**config.mk**
```make
export PLATFORM = sky130hd
export DESIGN_NAME = qpsk_demod
export DESIGN_NICKNAME = d
export VERILOG_FILES = /design/src/rtl/qpsk_demod.sv
export SDC_FILE = /design/constraint.sdc
export NUM_CORES = 2
export LEC_CHECK = 0
export CAP_MARGIN = 20
export CELL_PAD_IN_SITES_DETAIL_PLACEMENT = 1
export CELL_PAD_IN_SITES_GLOBAL_PLACEMENT = 1
export CORE_UTILIZATION = 45
export DETAILED_ROUTE_END_ITERATION = 16
export GPL_ROUTABILITY_DRIVEN = 0
export PLACE_DENSITY_LB_ADDON = 0.05
export SYNTH_ARGS = -nofsm -noshare
export SYNTH_HDL_FRONTEND = slang
export SYNTH_SLANG_ARGS = --single-unit
```
**constraint.sdc**
```tcl
create_clock -name clk -period 15.4 [get_ports clk]
set_input_delay 3.08 -clock clk [delete_from_list [all_inputs] [get_ports clk]]
set_output_delay 3.08 -clock clk [all_outputs]
set_load 0.02 [all_outputs]
```
**src/rtl/qpsk_demod.sv**
```systemverilog
// QPSK demodulator: mixes the received samples with local sine/cosine, integrates over one
// symbol, takes sign decisions and serializes the two decided bits (sine branch first).
module qpsk_demod #(
   parameter int unsigned SPS = 16
) (
   input  logic               clk,
   input  logic               rst,
   input  logic               en,
   input  logic signed [15:0] sig_in,
   input  logic signed [15:0] sine_in,
   input  logic signed [15:0] cosine_in,
   input  logic               sym_sync,
   output logic               elojel_sin,
   output logic               elojel_cos,
   output logic               sym_valid,
   output logic               adat_ki,
   output logic               bit_valid
);

   localparam int unsigned CntW = $clog2(SPS);
   localparam logic [CntW-1:0] CntMax = CntW'(SPS - 1);

   typedef enum logic [0:0] {SerIdle, SerCos} ser_e;

   logic signed [31:0] prod_i_q, prod_q_q;
   logic               p_vld;
   logic signed [39:0] acc_i_q, acc_q_q;
   logic signed [39:0] ext_i, ext_q, sum_i, sum_q;
   logic [CntW-1:0]    cnt_q;
   ser_e               ser_q, ser_d;
   logic               adat_d, bit_valid_d;

   // Stage 1: full-precision mixer products
   always_ff @(posedge clk) begin
      if (!rst) begin
         prod_i_q <= '0;
         prod_q_q <= '0;
         p_vld    <= 1'b0;
      end else begin
         p_vld <= en;
         if (en) begin
            prod_i_q <= 32'(sig_in) * 32'(sine_in);
            prod_q_q <= 32'(sig_in) * 32'(cosine_in);
         end
      end
   end

   always_comb begin
      ext_i = 40'(prod_i_q);
      ext_q = 40'(prod_q_q);
      sum_i = acc_i_q + ext_i;
      sum_q = acc_q_q + ext_q;
   end

   // Stage 2: integrate-and-dump; sym_sync drops the in-flight product
   always_ff @(posedge clk) begin
      if (!rst) begin
         cnt_q      <= '0;
         acc_i_q    <= '0;
         acc_q_q    <= '0;
         elojel_sin <= 1'b0;
         elojel_cos <= 1'b0;
         sym_valid  <= 1'b0;
      end else begin
         sym_valid <= 1'b0;
         if (sym_sync) begin
            cnt_q   <= '0;
            acc_i_q <= '0;
            acc_q_q <= '0;
         end else if (p_vld) begin
            acc_i_q <= (cnt_q == '0) ? ext_i : sum_i;
            acc_q_q <= (cnt_q == '0) ? ext_q : sum_q;
            if (cnt_q == CntMax) begin
               cnt_q      <= '0;
               elojel_sin <= ~sum_i[39];
               elojel_cos <= ~sum_q[39];
               sym_valid  <= 1'b1;
            end else begin
               cnt_q <= cnt_q + 1'b1;
            end
         end
      end
   end

   always_comb begin
      ser_d       = ser_q;
      adat_d      = adat_ki;
      bit_valid_d = 1'b0;
      unique case (ser_q)
         SerIdle: begin
            if (sym_valid) begin
               adat_d      = elojel_sin;
               bit_valid_d = 1'b1;
               ser_d       = SerCos;
            end
         end
         SerCos: begin
            adat_d      = elojel_cos;
            bit_valid_d = 1'b1;
            ser_d       = SerIdle;
         end
         default: ser_d = SerIdle;
      endcase
   end

   always_ff @(posedge clk) begin
      if (!rst) begin
         ser_q     <= SerIdle;
         adat_ki   <= 1'b0;
         bit_valid <= 1'b0;
      end else begin
         ser_q     <= ser_d;
         adat_ki   <= adat_d;
         bit_valid <= bit_valid_d;
      end
   end

endmodule

```
---- After elaboration in Yosys (flattened, before gate mapping) ----
Index checks and enable logic that the tools add are counted.
word-level totals
  RAM bits ................................ 0
  register bits after elaboration ......... 155
  memories kept ........................... 0
  memory bits (read-only) ................. 0
  latch bits .............................. 0
  output and inout bits ................... 5
  bits of input ports ..................... 52
  logic and storage cells ................. 38
cells by class
  multipliers ............................. 2
  equality and inequality tests ........... 2
  $lt $le $gt $ge ......................... 0
  multiplexer cells ....................... 9
  reduce and logical (&&, ||, !) cells .... 4
  divide/modulo/power cells ............... 0
  shift-type cells ........................ 0
  bitwise gates (word level) .............. 6
  $add $sub $neg .......................... 3
operator list
  kind                                                            count
  40-bit by 32-bit adder with 40-bit output                       2
  40-bit two-way mux                                              2
  16-bit by 16-bit multiplier with 32-bit output                  2
  1-bit NOT                                                       6
  1-bit case mux with 2 select lines                              3
  4-bit by 1-bit adder with 4-bit output (second input constant)  1
  4-bit equality test (second input constant)                     1
  4-bit zero test                                                 1
  4-bit two-way mux                                               1
  1-bit two-way mux                                               3
  3-bit AND reduction                                             1
  3-bit OR reduction                                              1
  2-bit != test (second input constant)                           1
  2-bit OR reduction                                              1

---- Depth between registers and ports, before layout ----
  depth in word-level cells ............... 2
  depth in mapped cells ................... 26
  gate-level depth less buffers ........... 25

---- Least setup slack after synthesis ----
OpenSTA, ideal clock, no wires.
  path type ............................... input-to-reg
  start ................................... input cosine_in[1]
  end ..................................... register prod_q_q[28]
  arrival ................................. 8.667 ns
  cell stages on the path ................. 23
  path slack .............................. 6.599 ns
  path buffers ............................ 1
  data required time ...................... 15.267 ns
  cell sequence ........................... clkbuf_1 nand2_1 inv_1 fa_1 fa_1 fa_1 fa_1 fa_1 inv_1 fa_1 inv_1 ha_1 a21o_1 a21o_1 a21oi_1 o21ai_0 or3_1 o211ai_1 a21oi_1 a21oi_1 nor2b_1 o2111ai_1 o311ai_1
on the way
  word-level cells in the longest chain between the ends .. 1
ends and longest elaborated chain
  element                                         RTL line  source
  start, declared                                 11        input logic signed [15:0] cosine_in,
  16-bit by 16-bit multiplier with 32-bit output  43        prod_q_q <= 32'(sig_in) * 32'(cosine_in);
  end signal, assigned                            43
  end, declared                                   25        logic signed [31:0] prod_i_q, prod_q_q;
No other way between the ends.
A chain may end at the register's enable or synchronous reset.

---- Final worst setup path ----
  start ................................... input sine_in[5]
  end ..................................... register prod_i_q[29]
on the way
  word-level cells in the longest chain between the ends .. 1
ends and longest elaborated chain
  element                                         RTL line  source
  start, declared                                 10        input logic signed [15:0] sine_in,
  16-bit by 16-bit multiplier with 32-bit output  42        prod_i_q <= 32'(sig_in) * 32'(sine_in);
  end signal, assigned                            42
  end, declared                                   25
No other way between the ends.

==> results.json <==
{
  "place.port_buffers": 56,
  "routed_wl_mm": 81.7,
  "worstSetupPathType": "in2reg",
  "arrival_ns": 9.95,
  "place_hpwl_mm": 64.1,
  "synth-edff-count": 0,
  "dr.first_iter.drc_count": 1004,
  "dr.pass1.iters": 5,
  "worstReg2RegStart": "prod_i_q[0]",
  "root_buffer": "clkbuf_16",
  "status": "complete, no violations",
  "crit_start": "sine_in[5]",
  "n_antenna_cell": 0,
  "path_max_fanout": 16,
  "min_path_type": "reg2reg",
  "skew_ns": 0.0122,
  "die_w_um": 259,
  "rsz0062_at_grt": "no",
  "htreeDepth": 4,
  "antenna_found_initial": 1,
  "cts_buffers": 17,
  "clk_path_buf_depth": 2,
  "final_common_cell": "inv_1",
  "chipHeight_um": 259,
  "clk_pin_slew_worst_paths_ns": 0.07,
  "rows": 93,
  "setup_viol_count_final": 0,
  "cts_sinks": 155,
  "async_flop_share": 0,
  "final_nets": 4165,
  "initial_core_util": 0.457,
  "ys_seq_area_frac": 0.105,
  "critPathRequiredTime_ns": 15.73,
  "vias": 22700,
  "post-route-min-period_ns": 9.62,
  "slew_violations": 0,
  "ys.flop_type": "dfxtp_1",
  "cp-end-kind": "flip-flop",
  "layout_common_cells": "inv_1 (623), fa_1 (526), nand2_1 (369), and2_1 (256), ha_1 (244)",
  "vias_per_cell": 5.40,
  "grt_max_degree": 85,
  "grt_usage": 0.257,
  "synth_cell_types": 79,
  "ant_nets": 0,
  "fp.coreArea_um2": 64800,
  "hold-worst-slack_ns": 0.479,
  "synth_nets": 4213,
  "drc": 0,
  "worst_setup_path_start_kind": "primary input",
  "tightestPinTransition_ns": 0.929,
  "postCtsSetupRepairBufs": 0,
  "post_drt_wl_per_cell_um": 19.4,
  "syn_avg_cell_area_um2": 8.74,
  "relSlewSlack": 0.380,
  "globalRouteOverflowTotal": 0,
  "tns_ns": 0,
  "clk-insertion-delay-late_ns": 0.45,
  "cts_tree": "yes",
  "hp-start": "ser_q",
  "ios": 57,
  "fin_crit_sh": 0.625,
  "hold_buffers": 0,
  "yosysWarnings": 0,
  "synth.cell_area_um2": 29600,
  "syn_inst": 3391,
  "fp.dieArea_um2": 66900,
  "final_hold_viol_count": 0,
  "synth_seq_cells": 155,
  "first_global_vias": 25900,
  "drive_above_1_share": 0.0256,
  "maxCapViolations": 0,
  "fmax_ghz": 0.104,
  "cts_resized": 0,
  "grt_pass1_wl_mm": 137,
  "area_growth_pct": 6.49
}
==> path summary, 6_finish.rpt <==
check / endpoint / slack [ns] / depth (start not counted)
setup / recovery: prod_i_q[29] / 5.78 / 23
hold reg to reg: ser_q / 0.48 / 1
setup reg to reg: acc_i_q[30] / 11.50 / 14
hold / removal: ser_q / 0.48 / 1
==> critical path: stages <==
cell,delay [ns]
clkdlybuf4s50_1,0.81
and2_1,0.39
fa_1,0.51
inv_1,0.05
fa_1,0.46
fa_1,0.52
inv_1,0.06
fa_1,0.50
fa_1,0.50
inv_1,0.05
fa_1,0.47
inv_1,0.04
ha_1,0.33
and3_1,0.23
nand2_1,0.07
o31ai_1,0.55
nand3_1,0.15
a21oi_1,0.23
a31oi_1,0.18
nor3_1,0.33
nor2_1,0.12
xor2_1,0.21
o21ai_0,0.10
==> metrics by stage <==
stage                     instance area, µm²  std cells  worst slack, ns   util
after floorplan                        29600       3391             6.60      -
after global placement                 30900       4179             5.49  0.477
after detailed placement               30900       4179             5.32  0.477
after CTS                              31600       4211             5.79  0.487
after global routing                   31600       4211             5.38  0.487
final                                  31600       4211             5.78  0.487
==> routing by layer <==
layer	global-route usage	vias to the layer above	share of wire
met2	0.423	339	0.46
met4	0.0544	2	0.016
met1	0.365	11800	0.49
li1	-	10600	-
met5	0	-	0.00016
met3	0.0259	77	0.035
==> layout make-up <==
type,count,area (µm²)
Clock buffer,19,443
Clock inverter,13,213
Fill cell,7588,33300
Inverter,623,2340
Multi-Input combinational cell,2463,23600
Sequential cell,155,3110
Tap cell,855,1070
Timing Repair Buffer,83,751
==> Yosys cell counts, types with 11 or more instances <==
cell,number,area share
nor3_1,24,0.0041
o211ai_1,17,0.0043
dfxtp_1,155,0.10
a31oi_1,21,0.0044
xnor2_1,89,0.026
o21ai_1,11,0.0019
a21o_1,48,0.012
buf_1,11,0.0014
and2_1,256,0.054
a21oi_1,143,0.024
and3_1,14,0.0030
inv_1,623,0.079
o21ai_0,95,0.016
nand2b_1,30,0.0063
clkbuf_1,137,0.017
fa_1,526,0.36
or3_1,12,0.0025
ha_1,244,0.10
o21a_1,17,0.0043
nor2_1,143,0.018
a211oi_1,21,0.0053
xor2_1,39,0.012
nand3_1,30,0.0051
a311oi_1,25,0.0074
nand2_1,369,0.047
mux2i_1,64,0.022
nor2b_1,64,0.014
o21bai_1,22,0.0056
==> flip-flops by register name, indices dropped and copies added, names as in the netlist, 4 cells and up <==
register,cells
acc_i_q,40
prod_q_q,32
acc_q_q,40
prod_i_q,32
cnt_q,4
==> cell families after synthesis <==
group	synth area share
xor+xnor	0.0378
flops	0.105
buf+inv	0.0980
simple gates	0.167
compound gates	0.112
mux	0.0228
fa+ha+maj	0.458
Power is not shown: default switching activity piles up to over one toggle a cycle in this logic, so the estimate is an artifact.
